### src/rtl/vga_pkg.sv
// Shared VGA constants, color codes and rectangle-fill FSM state type.
package vga_pkg;

   localparam int VGA_MAX_H       = 640;
   localparam int VGA_MAX_V       = 480;
   localparam int VGA_MAX_H_WIDTH = $clog2(VGA_MAX_H);
   localparam int VGA_MAX_V_WIDTH = $clog2(VGA_MAX_V);

   // Writer and display side decode the same codes.
   typedef enum logic [1:0] {
      BLACK = 2'd0,
      WHITE = 2'd1,
      BLUE  = 2'd2,
      GREEN = 2'd3
   } color_t;

   typedef enum logic {
      ST_IDLE = 1'b0,
      ST_FILL = 1'b1
   } rect_fill_state_t;

endpackage

### src/rtl/vga_rect_fill_if.sv
// Command handshake and frame-buffer write port of the rectangle-fill engine.
interface vga_rect_fill_if #(
   parameter int X_W     = 11,
   parameter int Y_W     = 11,
   parameter int COLOR_W = 2
) ();

   logic               cmd_valid_i;
   logic               cmd_ready_o;
   logic [X_W-1:0]     cmd_x_i;
   logic [Y_W-1:0]     cmd_y_i;
   logic [X_W-1:0]     cmd_w_i;
   logic [Y_W-1:0]     cmd_h_i;
   logic [COLOR_W-1:0] cmd_color_i;
   logic [X_W-1:0]     addr_x_o;
   logic [Y_W-1:0]     addr_y_o;
   logic [COLOR_W-1:0] color_o;
   logic               we_o;
   logic               wr_ready_i;
   logic               busy_o;
   logic               done_o;

   // Engine side.
   modport slave (
      input  cmd_valid_i, cmd_x_i, cmd_y_i, cmd_w_i, cmd_h_i, cmd_color_i, wr_ready_i,
      output cmd_ready_o, addr_x_o, addr_y_o, color_o, we_o, busy_o, done_o
   );

   // Command source / frame-buffer side.
   modport master (
      output cmd_valid_i, cmd_x_i, cmd_y_i, cmd_w_i, cmd_h_i, cmd_color_i, wr_ready_i,
      input  cmd_ready_o, addr_x_o, addr_y_o, color_o, we_o, busy_o, done_o
   );

endinterface

### src/rtl/vga_rect_fill.sv
// Rectangle-fill engine: one pixel write per beat in row-major order, done pulse at end.
// Define VGA_RECT_FILL_CLIP_EN to clamp rectangles to the visible VGA area.
module vga_rect_fill
   import vga_pkg::*;
#(
   parameter int X_W     = 11,
   parameter int Y_W     = 11,
   parameter int COLOR_W = 2
) (
   input  logic            clk_i,
   input  logic            arst_i,
   vga_rect_fill_if.slave  bus
);

   localparam logic [X_W:0] X_ONE = (X_W+1)'(1);
   localparam logic [Y_W:0] Y_ONE = (Y_W+1)'(1);
`ifdef VGA_RECT_FILL_CLIP_EN
   localparam logic [X_W:0] CLIP_X = (X_W+1)'(VGA_MAX_H);
   localparam logic [Y_W:0] CLIP_Y = (Y_W+1)'(VGA_MAX_V);
`endif

   rect_fill_state_t   state_q, state_d;
   logic [X_W:0]       x_q, x_d, x0_q, x0_d, x_end_q, x_end_d;
   logic [Y_W:0]       y_q, y_d, y_end_q, y_end_d;
   logic [COLOR_W-1:0] color_q, color_d;
   logic               done_q, done_d;

   logic [X_W:0]       x_sum, x_lim;
   logic [Y_W:0]       y_sum, y_lim;
   logic               zero_cmd, row_end, last_beat;

   always_comb begin
      // End coordinates carry one extra bit so x0+w never overflows.
      x_sum = {1'b0, bus.cmd_x_i} + {1'b0, bus.cmd_w_i};
      y_sum = {1'b0, bus.cmd_y_i} + {1'b0, bus.cmd_h_i};
`ifdef VGA_RECT_FILL_CLIP_EN
      x_lim    = (x_sum > CLIP_X) ? CLIP_X : x_sum;
      y_lim    = (y_sum > CLIP_Y) ? CLIP_Y : y_sum;
      zero_cmd = (bus.cmd_w_i == '0) || (bus.cmd_h_i == '0) ||
                 ({1'b0, bus.cmd_x_i} >= CLIP_X) || ({1'b0, bus.cmd_y_i} >= CLIP_Y);
`else
      x_lim    = x_sum;
      y_lim    = y_sum;
      zero_cmd = (bus.cmd_w_i == '0) || (bus.cmd_h_i == '0);
`endif
      row_end   = (x_q + X_ONE) == x_end_q;
      last_beat = row_end && ((y_q + Y_ONE) == y_end_q);

      state_d = state_q;
      x_d     = x_q;
      y_d     = y_q;
      x0_d    = x0_q;
      x_end_d = x_end_q;
      y_end_d = y_end_q;
      color_d = color_q;
      done_d  = 1'b0;

      case (state_q)
         ST_IDLE: begin
            if (bus.cmd_valid_i) begin
               if (zero_cmd) begin
                  done_d = 1'b1;
               end else begin
                  x_d     = {1'b0, bus.cmd_x_i};
                  y_d     = {1'b0, bus.cmd_y_i};
                  x0_d    = {1'b0, bus.cmd_x_i};
                  x_end_d = x_lim;
                  y_end_d = y_lim;
                  color_d = bus.cmd_color_i;
                  state_d = ST_FILL;
               end
            end
         end
         ST_FILL: begin
            if (bus.wr_ready_i) begin
               if (row_end) begin
                  x_d = x0_q;
                  y_d = y_q + Y_ONE;
               end else begin
                  x_d = x_q + X_ONE;
               end
               if (last_beat) begin
                  state_d = ST_IDLE;
                  done_d  = 1'b1;
               end
            end
         end
         default: state_d = ST_IDLE;
      endcase
   end

   always_ff @(posedge clk_i or posedge arst_i) begin
      if (arst_i) begin
         state_q <= ST_IDLE;
         x_q     <= '0;
         y_q     <= '0;
         x0_q    <= '0;
         x_end_q <= '0;
         y_end_q <= '0;
         color_q <= '0;
         done_q  <= 1'b0;
      end else begin
         state_q <= state_d;
         x_q     <= x_d;
         y_q     <= y_d;
         x0_q    <= x0_d;
         x_end_q <= x_end_d;
         y_end_q <= y_end_d;
         color_q <= color_d;
         done_q  <= done_d;
      end
   end

   assign bus.cmd_ready_o = (state_q == ST_IDLE);
   assign bus.we_o        = (state_q == ST_FILL);
   assign bus.busy_o      = (state_q == ST_FILL);
   assign bus.done_o      = done_q;
   assign bus.addr_x_o    = x_q[X_W-1:0];
   assign bus.addr_y_o    = y_q[Y_W-1:0];
   assign bus.color_o     = color_q;

endmodule
### src/flat_wrapper.sv
// flat-port wrapper written by rule: the top's interface ports become plain ports
module vga_rect_fill_flat import vga_pkg::*;
#(
   parameter int X_W     = 11,
   parameter int Y_W     = 11,
   parameter int COLOR_W = 2
)
  (clk_i, arst_i, bus_cmd_valid_i, bus_cmd_x_i, bus_cmd_y_i, bus_cmd_w_i, bus_cmd_h_i, bus_cmd_color_i, bus_wr_ready_i, bus_cmd_ready_o, bus_addr_x_o, bus_addr_y_o, bus_color_o, bus_we_o, bus_busy_o, bus_done_o);
  vga_rect_fill_if #(.X_W(X_W), .Y_W(Y_W), .COLOR_W(COLOR_W)) bus_i ();
  input  logic clk_i;
  input  logic arst_i;
  input wire logic [$bits(bus_i.cmd_valid_i)-1:0] bus_cmd_valid_i;
  input wire logic [$bits(bus_i.cmd_x_i)-1:0] bus_cmd_x_i;
  input wire logic [$bits(bus_i.cmd_y_i)-1:0] bus_cmd_y_i;
  input wire logic [$bits(bus_i.cmd_w_i)-1:0] bus_cmd_w_i;
  input wire logic [$bits(bus_i.cmd_h_i)-1:0] bus_cmd_h_i;
  input wire logic [$bits(bus_i.cmd_color_i)-1:0] bus_cmd_color_i;
  input wire logic [$bits(bus_i.wr_ready_i)-1:0] bus_wr_ready_i;
  output wire logic [$bits(bus_i.cmd_ready_o)-1:0] bus_cmd_ready_o;
  output wire logic [$bits(bus_i.addr_x_o)-1:0] bus_addr_x_o;
  output wire logic [$bits(bus_i.addr_y_o)-1:0] bus_addr_y_o;
  output wire logic [$bits(bus_i.color_o)-1:0] bus_color_o;
  output wire logic [$bits(bus_i.we_o)-1:0] bus_we_o;
  output wire logic [$bits(bus_i.busy_o)-1:0] bus_busy_o;
  output wire logic [$bits(bus_i.done_o)-1:0] bus_done_o;
  assign bus_i.cmd_valid_i = bus_cmd_valid_i;
  assign bus_i.cmd_x_i = bus_cmd_x_i;
  assign bus_i.cmd_y_i = bus_cmd_y_i;
  assign bus_i.cmd_w_i = bus_cmd_w_i;
  assign bus_i.cmd_h_i = bus_cmd_h_i;
  assign bus_i.cmd_color_i = bus_cmd_color_i;
  assign bus_i.wr_ready_i = bus_wr_ready_i;
  assign bus_cmd_ready_o = bus_i.cmd_ready_o;
  assign bus_addr_x_o = bus_i.addr_x_o;
  assign bus_addr_y_o = bus_i.addr_y_o;
  assign bus_color_o = bus_i.color_o;
  assign bus_we_o = bus_i.we_o;
  assign bus_busy_o = bus_i.busy_o;
  assign bus_done_o = bus_i.done_o;
  vga_rect_fill #(.X_W(X_W), .Y_W(Y_W), .COLOR_W(COLOR_W)) u_core (.clk_i(clk_i), .arst_i(arst_i), .bus(bus_i));
endmodule
### config.mk
export PLATFORM = sky130hd
export DESIGN_NAME = vga_rect_fill_flat
export DESIGN_NICKNAME = d
export VERILOG_FILES = /design/src/rtl/vga_pkg.sv /design/src/rtl/vga_rect_fill_if.sv /design/src/rtl/vga_rect_fill.sv /design/src/flat_wrapper.sv
export SDC_FILE = /design/constraint.sdc
export NUM_CORES = 1
export LEC_CHECK = 0
export ABC_AREA = 1
export CAP_MARGIN = 20
export CORE_MARGIN = 5
export CORE_UTILIZATION = 45
export CTS_BUF_LIST = sky130_fd_sc_hd__clkbuf_2 sky130_fd_sc_hd__clkbuf_4 sky130_fd_sc_hd__clkbuf_8
export CTS_CLUSTER_DIAMETER = 120
export DETAILED_ROUTE_END_ITERATION = 10
export PLACE_DENSITY = 0.74
export SYNTH_ARGS = -nofsm -noshare
export SYNTH_HDL_FRONTEND = slang
export SYNTH_SLANG_ARGS = --single-unit
### constraint.sdc
create_clock -name clk_i -period 2.1 [get_ports clk_i]
set_input_delay 0.42 -clock clk_i [delete_from_list [all_inputs] [get_ports clk_i]]
set_output_delay 0.42 -clock clk_i [all_outputs]
set_load 0.01 [all_outputs]
==> out/metrics.yaml <==
worst_setup_path:
  worst_setup_path_end_kind: "flip-flop"
  path_max_fanout: 17
  slowest_stage: "dfrtp_1"
  arrival_ps: 2310
  cp.required_ps: 2340
  crit_chain: "ha_4, nand2_4, nor2_4, nand3_2, nand2_2, nand2_1, nand2_1, nand2_1, clkinv_1, nand2_1, nor2_4, nand2_4, nand2_4, nand2_4, buf_12, nand2_1, o21ai_2"
  start_kind: "flip-flop"
  critical_path.top_delay_family: "simple AND/OR/NAND/NOR gates"
  crit_path_frequent_cell: "nand2_1"
  critPathBufInv: 2
  cp_slowest_stage_delay_ps: 410
  critPathKind: "flip-flop to flip-flop"
  critPathLaunch: "u_core.x_q[1]$_DFFE_PP0P_"
  reg2reg_from: "u_core.x_q[1]$_DFFE_PP0P_"
sta:
  max-slew-margin-rel: 0.677
  tns_ps: 0
  fmaxAchievable_ghz: 0.482
  min_period_over_period: 0.988
  setup_ws_ps: 25.8
  rsz0062_at_grt: "true"
  setup_violations: 0
  drv_slew: 0
  fin_crit_ps: 2070
  fin_skew_ps: 6.33
  worst_pin_slew_ps: 478
  hold_ws_ps: 381
  hold_viol: 0
synthesis:
  syn-cell-area_sq_mm: 0.00513
  synthTopCellsByCount: "nand2_1 (225), nand3_1 (86), inv_1 (84)"
  async_flop_share: 1.00
  yosysMostFrequentCell: "nand2_1"
  ys_ff_latch: 63
  yosysSeqAreaShare: 0.307
  synth_top_area_frac: 0.307
  avgSynthCellArea_sq_um: 6.67
  synth_edf_count: 0
  syn_nets: 845
  yosys.area.top_type: "dfrtp_1"
  netlist_instances: 769
  synthFlopType: "dfrtp_1"
  ys_top_cells_by_area: "dfrtp_1 (31%), nand2_1 (16%), nand3_1 (8.4%), inv_1 (6.1%), ha_1 (5.9%)"
  ys_warn_count: 0
  synth.distinct_cells: 36
finish:
  fillers: 1036
  final_util: 0.620
  layout-drive-gt1-share: 0.207
  n_antenna_cell: 0
  area_growth_pct: 36.8
  nNetsFinal: 999
place:
  io_buffers: 77
  dp_hpwl_um: 11600
  pre_cts_slack_ps: -287
  gp_congestion: 0.915
drt:
  wl_per_cell_um: 13.4
  route.vias.total: 5422
  drt-total-wl_um: 14400
  drt_iter0_markers: 382
  vias_per_cell: 5.06
  ant_nets: 0
  first_pass_iters: 5
  drc: 0
power_and_ir_drop:
  power_per_cell_area_mw_per_mm2: 1040
  p_leak_nw: 3.52
  ir_drop_uv: 614
clock_network:
  cts.path.max_buffers: 2
  cts_max_level: 3
  cts-root-buf: "clkbuf_8"
  clock_sinks: 63
  clkTransAtPathRegs_ps: 70
  clk_latency_ps: 350
  cts_tree: "built"
  numCtsBuffers: 9
  hold_buffers: 0
job:
  drv_cap: 0
floorplan:
  io_pins: 78
  core_region_area_sq_mm: 0.0113
  die_h_um: 117
  dieArea_sq_mm: 0.0136
  initial_core_util: 0.453
  rows: 39
  die_w_um: 117
grt:
  grt_max_degree: 35
  grt_pass1_wl_um: 23700
  grt_use_total: 0.219
  grt_pass1_vias: 4899
  grt_overflow_total: 0
  antenna_found_initial: 0
hold_path:
  min_path_type: "primary input to asynchronous set/reset pin"
status:
  status: "completed"
-- layout make-up --
| type | count | area, sq um | share of cell area |
|---|---|---|---|
| clock buffers | 12 | 153 | 0.0217 |
| clock inverters | 4 | 45.0 | 0.00642 |
| inverters | 86 | 323 | 0.0460 |
| multi-input cells | 577 | 3090 | 0.439 |
| flip-flops and latches | 63 | 1580 | 0.225 |
| well taps | 143 | 179 | 0.0255 |
| repair buffers | 186 | 1660 | 0.236 |
-- cells in the final DEF (no fill, tap or decap), types with 10 or more instances in the layout --
| cell | synthesis | final |
|---|---|---|
| nand2_1 | 225 | 215 |
| clkbuf_8 | 0 | 10 |
| nand3_1 | 86 | 80 |
| a21oi_1 | 42 | 35 |
| nand2_2 | 11 | 19 |
| clkdlybuf4s50_1 | 0 | 77 |
| o21ai_0 | 58 | 53 |
| dfrtp_1 | 63 | 61 |
| o21ai_2 | 10 | 11 |
| ha_1 | 24 | 23 |
| inv_1 | 84 | 82 |
| nand4_1 | 14 | 14 |
| nor2_1 | 57 | 54 |
| buf_4 | 23 | 101 |
-- state kept, by name, indices dropped and copies added, names as in the netlist --
name	flops
u_core.x_end_q	12
u_core.x_q	12
u_core.y_end_q	12
u_core.y_q	12
u_core.x0_q	11
u_core.bus.color_o	2
u_core.bus.busy_o	1
u_core.bus.done_o	1
-- power by group --
group          switching, mW  internal, mW  leakage (nW)  total [mW]
Clock                  0.477         0.601         0.107        1.08
Sequential             0.465          1.68         0.770        2.15
Combinational           2.27          1.80          2.64        4.07
Total                   3.21          4.08          3.52        7.30
-- repair_timing --
action	CTS	global route
setup endpoints to repair	13	32
pin swaps	5	14
cloned	0	1
setup buffers	1	4
gates resized for setup	9	35
-- final timing paths --
| kind | cells after the start | slack [ps] | endpoint |
|---|---|---|---|
| worst max register to register | 17 | 30 | u_core.y_q[7]$_DFFE_PP0P_ |
| min in group clk_i | 2 | 490 | u_core.x_end_q[4]$_DFFE_PP0P_ |
| worst min-delay path | 2 | 380 | u_core.x_q[9]$_DFFE_PP0P_ |
| worst max-delay path | 17 | 30 | u_core.y_q[7]$_DFFE_PP0P_ |
| worst min register to register | 2 | 490 | u_core.x_end_q[4]$_DFFE_PP0P_ |
| max in group asynchronous | 3 | 1170 | u_core.y_end_q[4]$_DFFE_PP0P_ |
-- routing by layer --
metal  up-vias  part of all wire  track usage
li1       2808                 -            -
met1      2409              0.49        0.333
met2       182              0.42        0.319
met3        23             0.073       0.0303
met4         0             0.021       0.0765
met5         -                 0            0
-- through the flow --
step	total power, mW	cell area, sq um	instances
6_report	7.30	7020	1071
5_1_grt	7.93	7020	1071
4_1_cts	7.07	6870	1066
3_5_place_dp	5.92	6630	1049
3_3_place_gp	5.83	6630	1049
2_1_floorplan	4.72	5130	769
-- logic make-up (layout without fill, tap and decap cells) --
group	count (synthesis)	count (layout)	synth area share
xor gates and xnor gates	10	10	0.0171
and+or+nand+nor	422	422	0.365
AOI/OAI and AO/OA	119	119	0.128
buffers and inverters	129	288	0.117
adders and majority gates	26	26	0.0663
DFF	63	63	0.307
(Power assumes the default switching activity.)
